**config.mk**
```make
export PLATFORM = sky130hd
export DESIGN_NAME = arbitro_pantalla
export DESIGN_NICKNAME = d
export VERILOG_FILES = /design/src/rtl/arbitro_pantalla.sv
export SDC_FILE = /design/constraint.sdc
export NUM_CORES = 1
export LEC_CHECK = 0
export ABC_AREA = 1
export CAP_MARGIN = 20
export CORE_AREA = 5 5 80 119
export DETAILED_ROUTE_END_ITERATION = 8
export DIE_AREA = 0 0 85 124
export HOLD_SLACK_MARGIN = 0.08
export PLACE_DENSITY = 0.76
export SYNTH_ARGS = -nofsm -noshare
export SYNTH_HDL_FRONTEND = slang
export SYNTH_SLANG_ARGS = --single-unit
export TNS_END_PERCENT = 30
```
**constraint.sdc**
```tcl
create_clock -name clk -period 2.5 [get_ports clk]
set_clock_uncertainty 0.05 [all_clocks]
set_input_delay 0.375 -clock clk [delete_from_list [all_inputs] [get_ports clk]]
set_output_delay 0.375 -clock clk [all_outputs]
set_load 0.1 [all_outputs]
```
**src/rtl/arbitro_pantalla.sv**
```systemverilog
// Screen arbiter for the shared LCD path: grants one requester at a time, starts a
// frame, waits for completion (with timeout), then holds the image for a dwell period.
module arbitro_pantalla #(
    parameter int DWELL_CYCLES   = 50_000_000,
    parameter int TIMEOUT_CYCLES = 10_000_000
) (
    input  logic        clk,
    input  logic        rst,
    input  logic [3:0]  req,
    input  logic [11:0] req_visua,
    input  logic        frame_done,
    output logic [2:0]  visua,
    output logic        frame_start,
    output logic [3:0]  grant,
    output logic        busy,
    output logic        err_timeout
);

    localparam int DCW = (DWELL_CYCLES > 1) ? $clog2(DWELL_CYCLES) : 1;
    localparam int TCW = (TIMEOUT_CYCLES > 1) ? $clog2(TIMEOUT_CYCLES) : 1;
    localparam logic [DCW-1:0] DWELL_LAST   = DCW'(DWELL_CYCLES - 1);
    localparam logic [TCW-1:0] TIMEOUT_LAST = TCW'(TIMEOUT_CYCLES - 1);

    typedef enum logic [1:0] {IDLE, START, DRAW, HOLD} state_t;

    state_t         state;
    logic [1:0]     rr;
    logic [DCW-1:0] dwell_cnt;
    logic [TCW-1:0] timeout_cnt;
    logic [1:0]     win;
    logic           win_vld;
    logic [2:0]     rr_hit;

    function automatic logic [1:0] mod3_add(input logic [1:0] base, input logic [1:0] ofs);
        logic [2:0] sum;
        sum = {1'b0, base} + {1'b0, ofs};
        mod3_add = (sum >= 3'd3) ? 2'(sum - 3'd3) : sum[1:0];
    endfunction

    // Returns {found, index}; scanning from the farthest offset down lets the
    // requester at rr itself overwrite any later match.
    function automatic logic [2:0] rr_pick(input logic [2:0] r, input logic [1:0] p);
        logic [1:0] idx;
        rr_pick = 3'b000;
        for (int k = 2; k >= 0; k--) begin
            idx = mod3_add(p, 2'(k));
            if (r[idx]) rr_pick = {1'b1, idx};
        end
    endfunction

    function automatic logic [2:0] code_of(input logic [11:0] codes, input logic [1:0] idx);
        case (idx)
            2'd0:    code_of = codes[2:0];
            2'd1:    code_of = codes[5:3];
            2'd2:    code_of = codes[8:6];
            default: code_of = codes[11:9];
        endcase
    endfunction

    function automatic logic [1:0] next_rr(input logic [1:0] idx);
        next_rr = (idx == 2'd2) ? 2'd0 : idx + 2'd1;
    endfunction

    always_comb begin
        win     = 2'd3;
        win_vld = 1'b1;
        rr_hit  = rr_pick(req[2:0], rr);
        if (!req[3]) begin
            win     = rr_hit[1:0];
            win_vld = rr_hit[2];
        end
    end

    always_ff @(posedge clk) begin
        if (rst) begin
            state       <= IDLE;
            visua       <= 3'b000;
            grant       <= 4'b0000;
            frame_start <= 1'b0;
            busy        <= 1'b0;
            err_timeout <= 1'b0;
            rr          <= 2'd0;
            dwell_cnt   <= '0;
            timeout_cnt <= '0;
        end else begin
            frame_start <= 1'b0;
            err_timeout <= 1'b0;
            case (state)
                IDLE: begin
                    if (win_vld) begin
                        state       <= START;
                        busy        <= 1'b1;
                        frame_start <= 1'b1;
                        grant       <= 4'b0001 << win;
                        visua       <= code_of(req_visua, win);
                        if (win != 2'd3) rr <= next_rr(win);
                    end
                end
                START: begin
                    state       <= DRAW;
                    timeout_cnt <= '0;
                end
                DRAW: begin
                    // A completion on the timeout cycle still counts as a good frame.
                    if (frame_done) begin
                        state     <= HOLD;
                        dwell_cnt <= '0;
                    end else if (timeout_cnt == TIMEOUT_LAST) begin
                        state       <= IDLE;
                        busy        <= 1'b0;
                        grant       <= 4'b0000;
                        err_timeout <= 1'b1;
                    end else begin
                        timeout_cnt <= timeout_cnt + 1'b1;
                    end
                end
                HOLD: begin
                    if (req[3] && !grant[3]) begin
                        state       <= START;
                        frame_start <= 1'b1;
                        grant       <= 4'b1000;
                        visua       <= req_visua[11:9];
                    end else if (dwell_cnt == DWELL_LAST) begin
                        state <= IDLE;
                        busy  <= 1'b0;
                        grant <= 4'b0000;
                    end else begin
                        dwell_cnt <= dwell_cnt + 1'b1;
                    end
                end
                default: state <= IDLE;
            endcase
        end
    end

endmodule

```
**Word level (Yosys, flattened, before mapping)**

Cells that the tools add are included.

- Output and inout port bits: 10
- Register bits after elaboration: 64

- Mux-type cells: 48
- Magnitude comparators: 6
- Eq/ne operators: 19
- Bitwise operators: 1
- $add $sub $neg: 8
- Shift operators: 1
- Reduce and logical (&&, ||, !) cells: 16

Operators with widths:

| operator | count |
|---|---|
| $mux W26 | 3 |
| $pmux W26 S2 | 1 |
| $mux W24 | 2 |
| $pmux W24 S2 | 1 |
| $add A26 B1 Y26 const B | 1 |
| $eq A26 B26 Y1 const B | 1 |
| $add A24 B1 Y24 const B | 1 |
| $eq A24 B24 Y1 const B | 1 |
| $mux W2 | 10 |
| $mux W4 | 5 |
| $ne A2 B2 Y1 const B | 10 |
| $mux W3 | 5 |
| $mux W1 | 12 |
| $pmux W4 S3 | 1 |
| $reduce_and A3 Y1 | 4 |
| $lt A2 B3 Y1 const B | 3 |
| $pmux W3 S3 | 1 |
| $pmux W2 S4 | 1 |
| $bmux W1 S2 | 3 |
| $eq A2 B2 Y1 const B | 3 |
| $ge A3 B2 Y1 const B | 2 |
| $ne A3 B3 Y1 const B | 2 |
| $pmux W3 S2 | 1 |
| $reduce_and A6 Y1 | 1 |
| 18 further kinds | 24 |

**Longest topological paths before layout**

- Depth in word-level cells: 13
- Gate-level depth with buffers: 15
- Depth with buffers taken out: 15

**Worst setup path before layout**

OpenSTA, ideal clock, no wires.

- Path kind: reg-to-reg
- Start: register grant[3]
- End: register dwell_cnt[23]
- Required time: 2.380 ns
- Data arrival time: 2.042 ns
- Buffers on the path: 1
- Library setup time: 0.070 ns
- Cell stages (with the launch flop): 10
- Clock period less this slack: 2.162 ns
- Setup slack: 0.338 ns
- Cells stage by stage: dfxtp_1 > inv_1 > nand3_1 > nand2_1 > nor2_1 > nand2_2 > inv_2 > clkbuf_1 > nand4_1 > a21oi_2

- Cells in the longest elaborated chain, start to end: 4

Ends and longest elaborated chain:

| item | RTL line | text |
|---|---|---|
| start: declaration | 14 | `output logic [3:0] grant,` |
| start signal: assignment | 94 | `grant <= 4'b0001 << win;` |
| $logic_not A1 Y1 | 118 | `if (req[3] && !grant[3]) begin` |
| $logic_and A1 B1 Y1 | 118 |  |
| $ne A2 B2 Y1 (no source line) | - |  |
| $reduce_and A4 Y1 (no source line) | - |  |
| end signal: assignment | 128 | `dwell_cnt <= dwell_cnt + 1'b1;` |
| end: declaration | 28 | `logic [DCW-1:0] dwell_cnt;` |

Every way passes these cells.
A chain may end at the register's enable or synchronous reset.

**Worst setup path after layout**

- Start: register state[0]
- End: register dwell_cnt[10]

- Cells in the longest elaborated chain, start to end: 3
- Elaborated cells between the ends (all ways): 8
- Those cells by class: eq/ne: 5; mux: 1; reduce/logical: 2

Ends and longest elaborated chain:

| item | RTL line | text |
|---|---|---|
| start: declaration | 26 | `state_t state;` |
| start signal: assignment | 76 | `state <= IDLE;` |
| start signal: assignment | 91 | `state <= START;` |
| start signal: assignment | 100 | `state <= DRAW;` |
| $eq A2 B2 Y1 | 88 | `case (state)` |
| $ne A2 B2 Y1 (no source line) or $reduce_bool A2 Y1 (tied branches) | - |  |
| $reduce_and A4 Y1 (no source line) | - |  |

Several ways; a longest one is shown, not always the timed one.

==> key figures <==
Logic synthesis
  – Seq/Total Area, Yosys: 28.8%
  – Asr flop ratio synth: 0%
  – Post-synthesis adder-cell area fraction: 2.81%
  – Top_reg_cell synth: dfxtp_1
  – Syn Nets: 722
  – Compound-Gate Fraction of Synth Area: 12.1%
  – EDFF count, synth: 0
  – Cells after Synth: 693
  – Synth Area in XOR/XNOR: 3.54%
  – Synthesized cell area: 0.00445 mm²
  – Combinational family with the most area after synthesis: simple AND/OR/NAND/NOR gates
  – Post-synthesis simple-gate area fraction: 42.2%
  – Mapped Avg Cell Area: 6.42 µm²
  – Synth top area share: 28.8%
  – Area leader, netlist: dfxtp_1
  – Top cells by area, synth: dfxtp_1 29%, nand2_1 14%, nand3_1 6.3%
  – Post-synthesis mux area share: 0%
  – Yosys reg bits: 64
  – Yosys warns: 0
  – Yosys cell types: 41

Setup path
  – Data required, critical path: 2.71 ns
  – Worst setup SP type: register
  – Critical Path Source: state[0]
  – Setup crit end kind: register
  – Critical R2R Launch: state[0]
  – Worst setup path class: reg -> reg
  – WP data arrival: 2.41 ns
  – Critical path fanouts, max: 22

Drt
  – Routed vias/inst: 5.59
  – Post-route ant nets: 0
  – Met1 WL: 4.79 mm
  – DR WL/cell: 15.3 µm
  – DR WL met2: 6.90 mm
  – DRT iter0 DRCs: 250
  – Wire length on met3: 479 µm
  – Post-Route WL: 12.8 mm
  – Vias: 4681
  – # DRC: 0
  – Top layer in use: met4
  – DRT Pass-1 Iters: 5

Clock tree
  – CTS resizes: 0
  – Longest Clk Path Bufs: 2
  – Clock sinks: 64
  – Clk root buf: clkbuf_16
  – CTS buffer count: 9
  – Hold buffers post-CTS: 0
  – H-Tree Depth: 3
  – TritonCTS clock tree: built
  – Clock Pin Slew Worst Setup and Hold Paths: 0.06 ns
  – Post-CTS Setup Inserts: 0
  – Worst-Skew Late Latency: 0.33 ns

Place
  – GPL Wtd Cong: 1.03
  – Area after DPL: 0.00480 mm²
  – IO buf count: 28
  – Cells after DPL: 821
  – Setup WS pre-CTS: 0.223 ns
  – Dpl hpwl: 9.89 mm

Final layout
  – Most common cell after layout, fill and taps aside: nand2_1
  – Final std cells w/o fill: 837
  – Ant diodes: 0
  – Commonest non-fill, non-tap cells in the layout: 166 x nand2_1, 74 x inv_1, 74 x nor2_1
  – Layout Nets: 754
  – Final non-filler cell area: 0.00513 mm²
  – Share of cells above drive strength 1: 14.5%
  – Area grow syn2layout: 15.3%

Timing
  – Hold Fails Final Rpt: 0
  – Fin Setup TNS: 0 ns
  – Worst Setup Slack, final: 0.305 ns
  – Final Cycle Share: 87.8%
  – Final setup viols: 0
  – Worst slew pin tran: 0.538 ns
  – Pins over their slew limit: 0
  – RSZ-0062 raised after global routing: false
  – Max Freq: 456 MHz
  – Clock period minus final worst setup slack: 2.19 ns
  – Relative slew slack: 64.0%

Floorplan
  – Starting Density: 53.6%
  – Core Rows: 41
  – Die W: 85 µm
  – Die area: 0.0105 mm²
  – Die height: 124 µm
  – Top Ports: 29
  – Core area: 0.00831 mm²

Pwr
  – VDD IR max: 0.653 mV
  – Pwr dens: 793 mW/mm²
  – P_leak: 0.00200 µW

GRT
  – Total GRT Usage: 25.1%
  – Number of global-route vias before repair: 4529
  – GRT overflow: 0
  – Initial antenna violation count: 0
  – Pin count of the biggest net entering global routing: 24
  – First-pass GRT wire length: 21.1 mm

Outcome
  – Run status: finished, final reports clean

Worst hold path
  – Source of the worst hold timing path: rst
  – Hold Crit Class: in -> reg

Job
  – Max-Cap Viols: 0
==> final timing paths <==
| kind | to | slack [ns] | cells after the start |
|---|---|---|---|
| setup reg to reg | dwell_cnt[10] | 0.31 | 9 |
| hold reg to reg | grant[2] | 0.43 | 2 |
| setup / recovery | dwell_cnt[10] | 0.31 | 9 |
| hold / removal | timeout_cnt[18] | 0.39 | 2 |
==> synthesized netlist by cell type (10+ instances only) <==
cell type    n
nand4_1     41
dfxtp_1     64
a21oi_2     17
nor2_1      74
o21ai_0     17
nor3_1      28
inv_1       74
nand2_2     21
a21oi_1     42
nand3_1     56
xor2_1      11
nand2_1    166
ha_1        10
==> critical path: stages, from the launching register on <==
cell and delay (ns):
dfxtp_1 0.40, inv_1 0.11, ha_1 0.25, inv_1 0.22, nor2_1 0.11, nor2_1 0.15
nand2_2 0.14, inv_2 0.32, nand4_1 0.18, a21oi_2 0.18
==> routing by layer <==
| metal | vias to the layer above | global-route usage (%) |
|---|---|---|
| met5 | - | 0 |
| met4 | 0 | 15.7 |
| met3 | 49 | 3.51 |
| met2 | 134 | 47.5 |
| met1 | 2157 | 25.6 |
| li1 | 2341 | - |
==> flip-flops by register name, summed over array words and instances, names as in the netlist <==
signal	flops
dwell_cnt	26
timeout_cnt	24
grant	4
visua	3
rr	2
state	2
busy	1
err_timeout	1
frame_start	1
==> cell families after synthesis <==
family                     Yosys count
buffers and inverters              107
AOI/OAI and AO/OA                   89
adders and majority gates           10
and+or+nand+nor                    405
DFF                                 64
xor gates and xnor gates            18
==> power breakdown <==
group	leakage (µW)	internal (µW)	switching, µW
clock network	0.000155	903	491
registers	0.000518	1100	63.1
logic	0.00132	362	1150
==> final cells by class <==
class | count | area [µm²]
Multi-Input combinational cell | 522 | 2700
Timing Repair Buffer | 44 | 370
Clock buffer | 10 | 239
Sequential cell | 64 | 1280
Tap cell | 107 | 134
Clock inverter | 6 | 92.6
Fill cell | 800 | 3180
Inverter | 84 | 317
==> through the flow <==
step	utilization (%)	total power [µW]	hold WS, ns
after global placement	57.8	2660	0.416
final	61.8	4070	0.392
after floorplan	-	2400	0.403
after CTS	61.8	4080	0.368
after detailed placement	57.8	2690	0.419
after global routing	61.8	4260	0.400
(Power assumes the default switching activity.)
